<file path="src/rtl/mullerc_pkg.sv">
// Shared C-element definitions: the next-state truth table and watchdog sizing.
// Inputs are passed padded to MAX_N bits; callers set unused bits to 1 in both x and asym.
package mullerc_pkg;

  localparam int MAX_N = 64;

  typedef logic [MAX_N-1:0] vec_t;

  // Rise when every input is high; fall when every symmetric input is low; else hold.
  function automatic logic cel_next(input logic o, input vec_t x, input vec_t asym);
    logic set;
    logic clr;
    set = &x;
    clr = ~|(x & ~asym);
    if (set) begin
      cel_next = 1'b1;
    end else if (clr) begin
      cel_next = 1'b0;
    end else begin
      cel_next = o;
    end
  endfunction

  function automatic int wd_width(input int timeout);
    return (timeout < 1) ? 1 : $clog2(timeout + 1);
  endfunction

endpackage

</file>
<file path="src/rtl/mullerc_sync_n_sync_chain.sv">
// W-bit multi-stage synchroniser with asynchronous active-low reset to RST_VAL.
module sync_chain #(
  parameter int             W       = 1,
  parameter int             STAGES  = 2,
  parameter logic [W-1:0]   RST_VAL = '0
) (
  input  logic         clk,
  input  logic         rst,
  input  logic [W-1:0] d,
  output logic [W-1:0] q
);

  logic [W-1:0] stage_q [STAGES];
  logic [W-1:0] stage_d [STAGES];

  always_comb begin
    stage_d[0] = d;
    for (int i = 1; i < STAGES; i++) begin
      stage_d[i] = stage_q[i-1];
    end
  end

  always_ff @(posedge clk or negedge rst) begin
    if (!rst) begin
      for (int i = 0; i < STAGES; i++) begin
        stage_q[i] <= RST_VAL;
      end
    end else begin
      for (int i = 0; i < STAGES; i++) begin
        stage_q[i] <= stage_d[i];
      end
    end
  end

  assign q = stage_q[STAGES-1];

endmodule

</file>
<file path="src/rtl/mullerc_sync_n.sv">
// Clocked N-input generalised Muller C-element with transition pulses,
// a phase counter and a stall watchdog on the pending half of a handshake.
module mullerc_sync_n
  import mullerc_pkg::*;
#(
  parameter int           N           = 4,
  parameter logic [N-1:0] INV_MASK    = '0,
  parameter logic [N-1:0] ASYM_MASK   = '0,
  parameter logic         RVAL        = 1'b0,
  parameter int           SYNC_STAGES = 2,
  parameter int           CNT_W       = 8,
  parameter int           TIMEOUT     = 64
) (
  input  logic             clk,
  input  logic             rst,
  input  logic [N-1:0]     in,
  input  logic             en,
  output logic             o,
  output logic             rise,
  output logic             fall,
  output logic [CNT_W-1:0] phase_cnt,
  output logic             stall
);

  localparam int              WD_W      = wd_width(TIMEOUT);
  localparam logic [WD_W-1:0] TIMEOUT_V = WD_W'(TIMEOUT);

  if (N < 1 || N > MAX_N || SYNC_STAGES < 2 || ASYM_MASK == {N{1'b1}}) begin : g_bad_params
    $error("mullerc_sync_n: illegal N, SYNC_STAGES or ASYM_MASK");
  end

  logic [N-1:0]     x;
  vec_t             x_pad;
  vec_t             asym_pad;
  logic             set;
  logic             clr;
  logic             pending;
  logic             o_q, o_d;
  logic             rise_q, rise_d;
  logic             fall_q, fall_d;
  logic [CNT_W-1:0] cnt_q, cnt_d;
  logic [WD_W-1:0]  wd_q, wd_d;
  logic             stall_q, stall_d;

  sync_chain #(
    .W       (N),
    .STAGES  (SYNC_STAGES),
    .RST_VAL ({N{RVAL}})
  ) u_sync (
    .clk (clk),
    .rst (rst),
    .d   (in ^ INV_MASK),
    .q   (x)
  );

  always_comb begin
    x_pad              = '1;
    x_pad[N-1:0]       = x;
    asym_pad           = '1;
    asym_pad[N-1:0]    = ASYM_MASK;
    set                = &x;
    clr                = ~|(x & ~ASYM_MASK);
    // Pending: some inputs have moved toward the opposite state but not all of them yet.
    pending            = o_q ? (|(~x & ~ASYM_MASK) & ~clr) : (|x & ~set);

    o_d     = o_q;
    rise_d  = 1'b0;
    fall_d  = 1'b0;
    cnt_d   = cnt_q;
    wd_d    = '0;
    if (en) begin
      o_d    = cel_next(o_q, x_pad, asym_pad);
      rise_d = o_d & ~o_q;
      fall_d = ~o_d & o_q;
      if (rise_d || fall_d) begin
        cnt_d = cnt_q + 1'b1;
      end
      if (pending && !(rise_d || fall_d)) begin
        wd_d = (wd_q == TIMEOUT_V) ? wd_q : wd_q + 1'b1;
      end
    end
    stall_d = (TIMEOUT != 0) && (wd_d == TIMEOUT_V);
  end

  always_ff @(posedge clk or negedge rst) begin
    if (!rst) begin
      o_q     <= RVAL;
      rise_q  <= 1'b0;
      fall_q  <= 1'b0;
      cnt_q   <= '0;
      wd_q    <= '0;
      stall_q <= 1'b0;
    end else begin
      o_q     <= o_d;
      rise_q  <= rise_d;
      fall_q  <= fall_d;
      cnt_q   <= cnt_d;
      wd_q    <= wd_d;
      stall_q <= stall_d;
    end
  end

  assign o         = o_q;
  assign rise      = rise_q;
  assign fall      = fall_q;
  assign phase_cnt = cnt_q;
  assign stall     = stall_q;

endmodule

</file>
<file path="config.mk">
export PLATFORM = sky130hd
export DESIGN_NAME = mullerc_sync_n
export DESIGN_NICKNAME = d
export VERILOG_FILES = /design/src/rtl/mullerc_pkg.sv /design/src/rtl/mullerc_sync_n_sync_chain.sv /design/src/rtl/mullerc_sync_n.sv
export SDC_FILE = /design/constraint.sdc
export NUM_CORES = 1
export LEC_CHECK = 0
export BUFFER_PORTS_ARGS = -buffer_cell sky130_fd_sc_hd__buf_2
export CORE_ASPECT_RATIO = 1.4
export CORE_UTILIZATION = 50
export CTS_BUF_LIST = sky130_fd_sc_hd__clkbuf_8 sky130_fd_sc_hd__clkbuf_16
export CTS_CLUSTER_SIZE = 12
export DETAILED_ROUTE_END_ITERATION = 7
export GPL_TIMING_DRIVEN = 0
export PLACE_DENSITY_LB_ADDON = 0.1
export SYNTH_ARGS = -nofsm -noshare
export SYNTH_HDL_FRONTEND = slang
export SYNTH_HIERARCHICAL = 1
export SYNTH_SLANG_ARGS = --single-unit
</file>
<file path="constraint.sdc">
create_clock -name clk -period 2.9 [get_ports clk]
set_input_delay 0.145 -clock clk [delete_from_list [all_inputs] [get_ports clk]]
set_output_delay 0.145 -clock clk [all_outputs]
set_load 0.01 [all_outputs]
</file>
======== After elaboration in Yosys (flattened, before gate mapping) ========
Index checks and enable logic that the tools add are counted.
Widths: inputs -> output; s select.
word-level totals
  bits in writable memories ............... 0
  output and inout port bits .............. 12
  bits in latches ......................... 0
  bits in read-only memories .............. 0
  flip-flop bits (word level) ............. 27
  memories kept ........................... 0
  bits of input ports ..................... 7
  word-level logic and storage cells ...... 36
operators by class
  div/mod/pow operators ................... 0
  mux-type cells .......................... 9
  shift-type cells ........................ 0
  magnitude comparators ................... 0
  reductions and logical operators ........ 7
  $add $sub $neg .......................... 2
  $mul .................................... 0
  equality and inequality tests ........... 2
  bitwise operators ....................... 8
operator list
  cell                 number
  $mux 7               3
  $eq 7x7->1 const B   2
  $add 8x1->8 const B  1
  $reduce_or 4->1      2
  $add 7x1->7 const B  1
  $mux 1               6
  $and 1x1->1          4
  $not 4->4            1
  $reduce_and 4->1     1
  $not 1->1            3
  $reduce_and 2->1     1
  $logic_and 1x1->1    1
  $logic_not 1->1      1
  $logic_or 1x1->1     1

======== Longest topological paths before layout ========
  depth after elaboration ................. 12
  depth in mapped cells ................... 8
  depth with buffers taken out ............ 8

======== Modules after synthesis ========
The synthesis kept the hierarchy.
modules (own cells, without submodules)
  module          instances  seq. area each (um^2)  area an instance (um^2)  cells an instance
  mullerc_sync_n  1          475.5                  972.2                    89
  sync_chain      1          200.2                  200.2                    8

======== Worst setup path after synthesis ========
OpenSTA, ideal clock, no wires.
  path type ............................... flip-flop to flip-flop
  start ................................... register u_sync.stage_q, in the netlist u_sync/q[0]
  end ..................................... register cnt_q[6] (netlist: phase_cnt[6])
  path buffers ............................ 0
  path slack .............................. 0.834 ns
  cell stages (with the launch flop) ...... 8
  library setup time ...................... 0.125 ns
  arrival time ............................ 1.941 ns
  clock period less this slack ............ 2.066 ns
  data required time ...................... 2.775 ns
  cell sequence ........................... dfrtp_1 -> or3_4 -> a22oi_1 -> ha_1 -> nor2b_1 -> and4_1 -> nand3_1 -> xnor2_1
between the ends
  cells in the longest elaborated chain, start to end .. 8
  elaborated cells between the ends (all ways) .. 10
  classes of those cells .................. mux (3); bitwise (3); reduce/logical (4)
RTL lines
  element                                RTL line                         RTL
  from (decl)                            mullerc_sync_n_sync_chain.sv:13  logic [W-1:0] stage_q [STAGES];
  from (signal, indexed assignment)      mullerc_sync_n_sync_chain.sv:30  stage_q[i] <= stage_d[i];
  $reduce_or 4->1                        mullerc_pkg.sv:14                clr = ~|(x & ~asym);
  $mux 1                                 mullerc_pkg.sv:17                end else if (clr) begin
  $mux 1 (*)                             mullerc_pkg.sv:15                if (set) begin
  $mux 1 (*)                             mullerc_sync_n.sv:71             if (en) begin
  $not 1->1                              mullerc_sync_n.sv:74             fall_d = ~o_d & o_q;
  $and 1x1->1                            mullerc_sync_n.sv:74
  $logic_or 1x1->1 (*)                   mullerc_sync_n.sv:75             if (rise_d || fall_d) begin
  $reduce_and 2->1 (no source line) (*)  --
  to (signal assigned)                   mullerc_sync_n.sv:97             cnt_q <= cnt_d;
  to (decl)                              mullerc_sync_n.sv:41             logic [CNT_W-1:0] cnt_q, cnt_d;
Mark *: on every way between the ends. The rest lies on a longest branch, timed or not. The select of a mux whose other input is x is not followed.
A chain may end at the register's enable or synchronous reset.

======== Worst setup path after layout ========
Same ends and word-level chain as after synthesis.

==> results by group <==
Run status
  • Outcome: complete, no violations

Final layout
  • Post-layout util: 63.07%
  • Layout area overhead: 18.46%
  • Area of the multi-input gates: 480.5 um2
  • Fillers: 193
  • Nets: 136
  • Antenna diode count: 0
  • Register area: 675.6 um2
  • Share of layout cells above drive strength 1: 24.19%

Drt
  • DRT antenna net count: 0
  • Overall routed net length: 1938 um
  • Vias: 780
  • DR iter-0 viols: 35
  • Mean routed wirelength per cell: 13.27 um
  • DR vias/cell: 5.342
  • Initial DRT Pass Iterations: 4
  • # DRC: 0

Floorplanning
  • Die width: 42.93 um
  • Die area: 0.002545 mm2
  • Starting Density: 53.24%
  • Core Region: 0.002202 mm2
  • I/O Pins: 19
  • Die height: 59.30 um
  • Rows: 20

Synth
  • Yosys warning count: 6
  • Cells after Synth: 97
  • Post-synth cell types: 28
  • Register bit total from synthesis: 27
  • Mean Syn Cell Area: 12.09 um2
  • Cell taking the most area after synthesis: dfrtp_1
  • Top cells by area, synth: dfrtp_1, xor2_1, xnor2_1
  • Post-synthesis sequential area ratio: 57.63%
  • Post-synth top area share: 57.63%
  • Post-synth net total: 108
  • Mapped Area: 0.001172 mm2

Clock network
  • CTS tree: built
  • TritonCTS buffer count: 3
  • Longest Clk Path Bufs: 2
  • CTS H-tree depth: 1
  • Setup bufs post-CTS: 0
  • Worst skew pair latency: 0.27 ns
  • Clock tree sinks: 27
  • Worst-path clk slew: 0.09 ns
  • Root Driver: clkbuf_8

Global route
  • GRT overflow: 0
  • First-pass GRT wire length: 3298 um
  • Vias in the first global route: 825
  • Global Route Usage Sum: 17.69%
  • Largest net degree at the start of global routing: 28
  • Initial antenna violation count: 0

Worst setup path
  • Critical setup path kind: reg2reg
  • CP startpoint kind: flip-flop
  • Kind of end point of the critical path: flip-flop
  • Reg2Reg Setup Slack: 0.68 ns
  • Critical Path AT: 2.38 ns
  • Critical Path RT: 3.06 ns
  • CP Max Fanout: 5

STA
  • Max-slew violations: 0
  • Slew headroom: 61.14%
  • Final hold vios: 0
  • Fmax: 450.1 MHz
  • RSZ-0062 raised after global routing: no
  • Min Tclk post-route: 2.222 ns
  • Setup-failing EPs final: 0
  • Skew final: 0.005973 ns
  • Setup_tns: 0 ns
  • Tcrit/Tclk final: 76.61%
  • PnR worst setup slack: 0.6782 ns
  • Hold slack final: 0.1984 ns
  • Worst-margin pin slew: 0.5829 ns

Power and ir drop
  • PD cells: 581.1 mW/mm2
  • Worst VDD drop: 402.2 uV
  • Total power draw: 0.8071 mW
  • LEAKAGE: 0.6591 nW

Placed design
  • Routability cong.: 0.7564
  • I/O Buffers: 18
  • Dpl hpwl: 1415 um
  • Setup slack at placement: 0.6544 ns

Job
  • Number of max-cap violations: 0

Min path
  • HP Class: in2reg
## placed cells by master, fill, tap and decap left out, types with 2 or more instances in the layout
cell type      Yosys  final
or2_2              2      2
and4_1             2      2
and4b_1            2      2
dfrtp_1           27     27
nor3_1             2      2
nand2_1            8      8
nor2_1             9      9
mux2i_1            2      2
xor2_1             7      7
buf_2              0     18
dlygate4sd3_1      0      5
nand3_1            4      4
clkbuf_8           0      3
xnor2_1            6      6
ha_1               4      4
nand4_1            3      3
inv_1              3      3
a21oi_1            2      2
and2_1             2      2
## kinds of logic after synthesis
logic type | Yosys count | synth area share (%)
compound gates | 7 | 6.190
mux | 3 | 2.668
xor+xnor | 13 | 9.712
flops | 27 | 57.63
buf+inv | 4 | 1.387
fa+ha+maj | 4 | 4.269
simple gates | 39 | 18.14
## synthesized netlist by cell type
master     count
xnor2_1        6
and4_1         2
and2_1         2
or2_1          1
nor2_2         1
nand4_1        3
xor2_1         7
nor3b_1        1
nor2_1         9
nand2_1        8
o2111ai_4      1
o21ai_0        1
dfrtp_1       27
mux2i_1        2
a2111oi_2      1
clkbuf_2       1
ha_1           4
a2bb2oi_1      1
or3_4          1
nand3_1        4
nor2b_1        1
mux2_2         1
inv_1          3
and4b_1        2
a21oi_1        2
nor3_1         2
or2_2          2
a22oi_1        1
## flip-flops by register name, indices dropped and copies added, names as in the netlist
name and cells:
u_sync/stage_d 4, stall 1, o 1, phase_cnt 8
rise 1, u_sync/q 4, fall 1, wd_q 7
## metal layers
layer  GRT usage [%]  wire [um]
met5               0          0
met4           11.61         51
met3           2.744         44
met2           32.90       1062
met1           17.76        779
## what timing repair did
item / CTS / global route
resized for setup: 0 / 0
hold buffers: 5 / 0
hold endpoints to repair: 31 / 0
## worst paths after layout
check,start,to,depth (start not counted)
max in group asynchronous,rst,o,2
min in group asynchronous,rst,phase_cnt[4],2
max reg2reg,u_sync/q[0],phase_cnt[6],7
min reg2reg,u_sync/stage_d[2],u_sync/q[2],0
max,u_sync/q[0],phase_cnt[6],7
min,en,fall,2
## metrics by stage
| stage | area, um2 | std cells |
|---|---|---|
| after detailed placement | 1290 | 137 |
| after global routing | 1389 | 146 |
| after global placement | 1290 | 137 |
| final | 1389 | 146 |
| after floorplan | 1172 | 97 |
| after CTS | 1389 | 146 |
## where the power goes
part	switching (mW)	internal [mW]	total, mW
Clock	0.114	0.0974	0.212
Sequential	0.0406	0.415	0.456
Combinational	0.0704	0.0695	0.140
## worst max-delay path, cell delays in order, from the launching register on
cell,delay [ns]
dfrtp_1,0.43
or3_4,0.42
a22oi_1,0.16
ha_1,0.31
nor2b_1,0.28
and4_1,0.27
nand3_1,0.10
xnor2_1,0.13
## layout make-up
class,instances,area share (%)
plain buffers,1,0.3604
clock buffers,3,2.973
clock inverters,1,0.5405
inverters,3,0.8108
multi-input cells,66,34.59
flip-flops and latches,27,48.65
well taps,22,1.982
repair buffers,23,10.09
(Power assumes the default switching activity.)
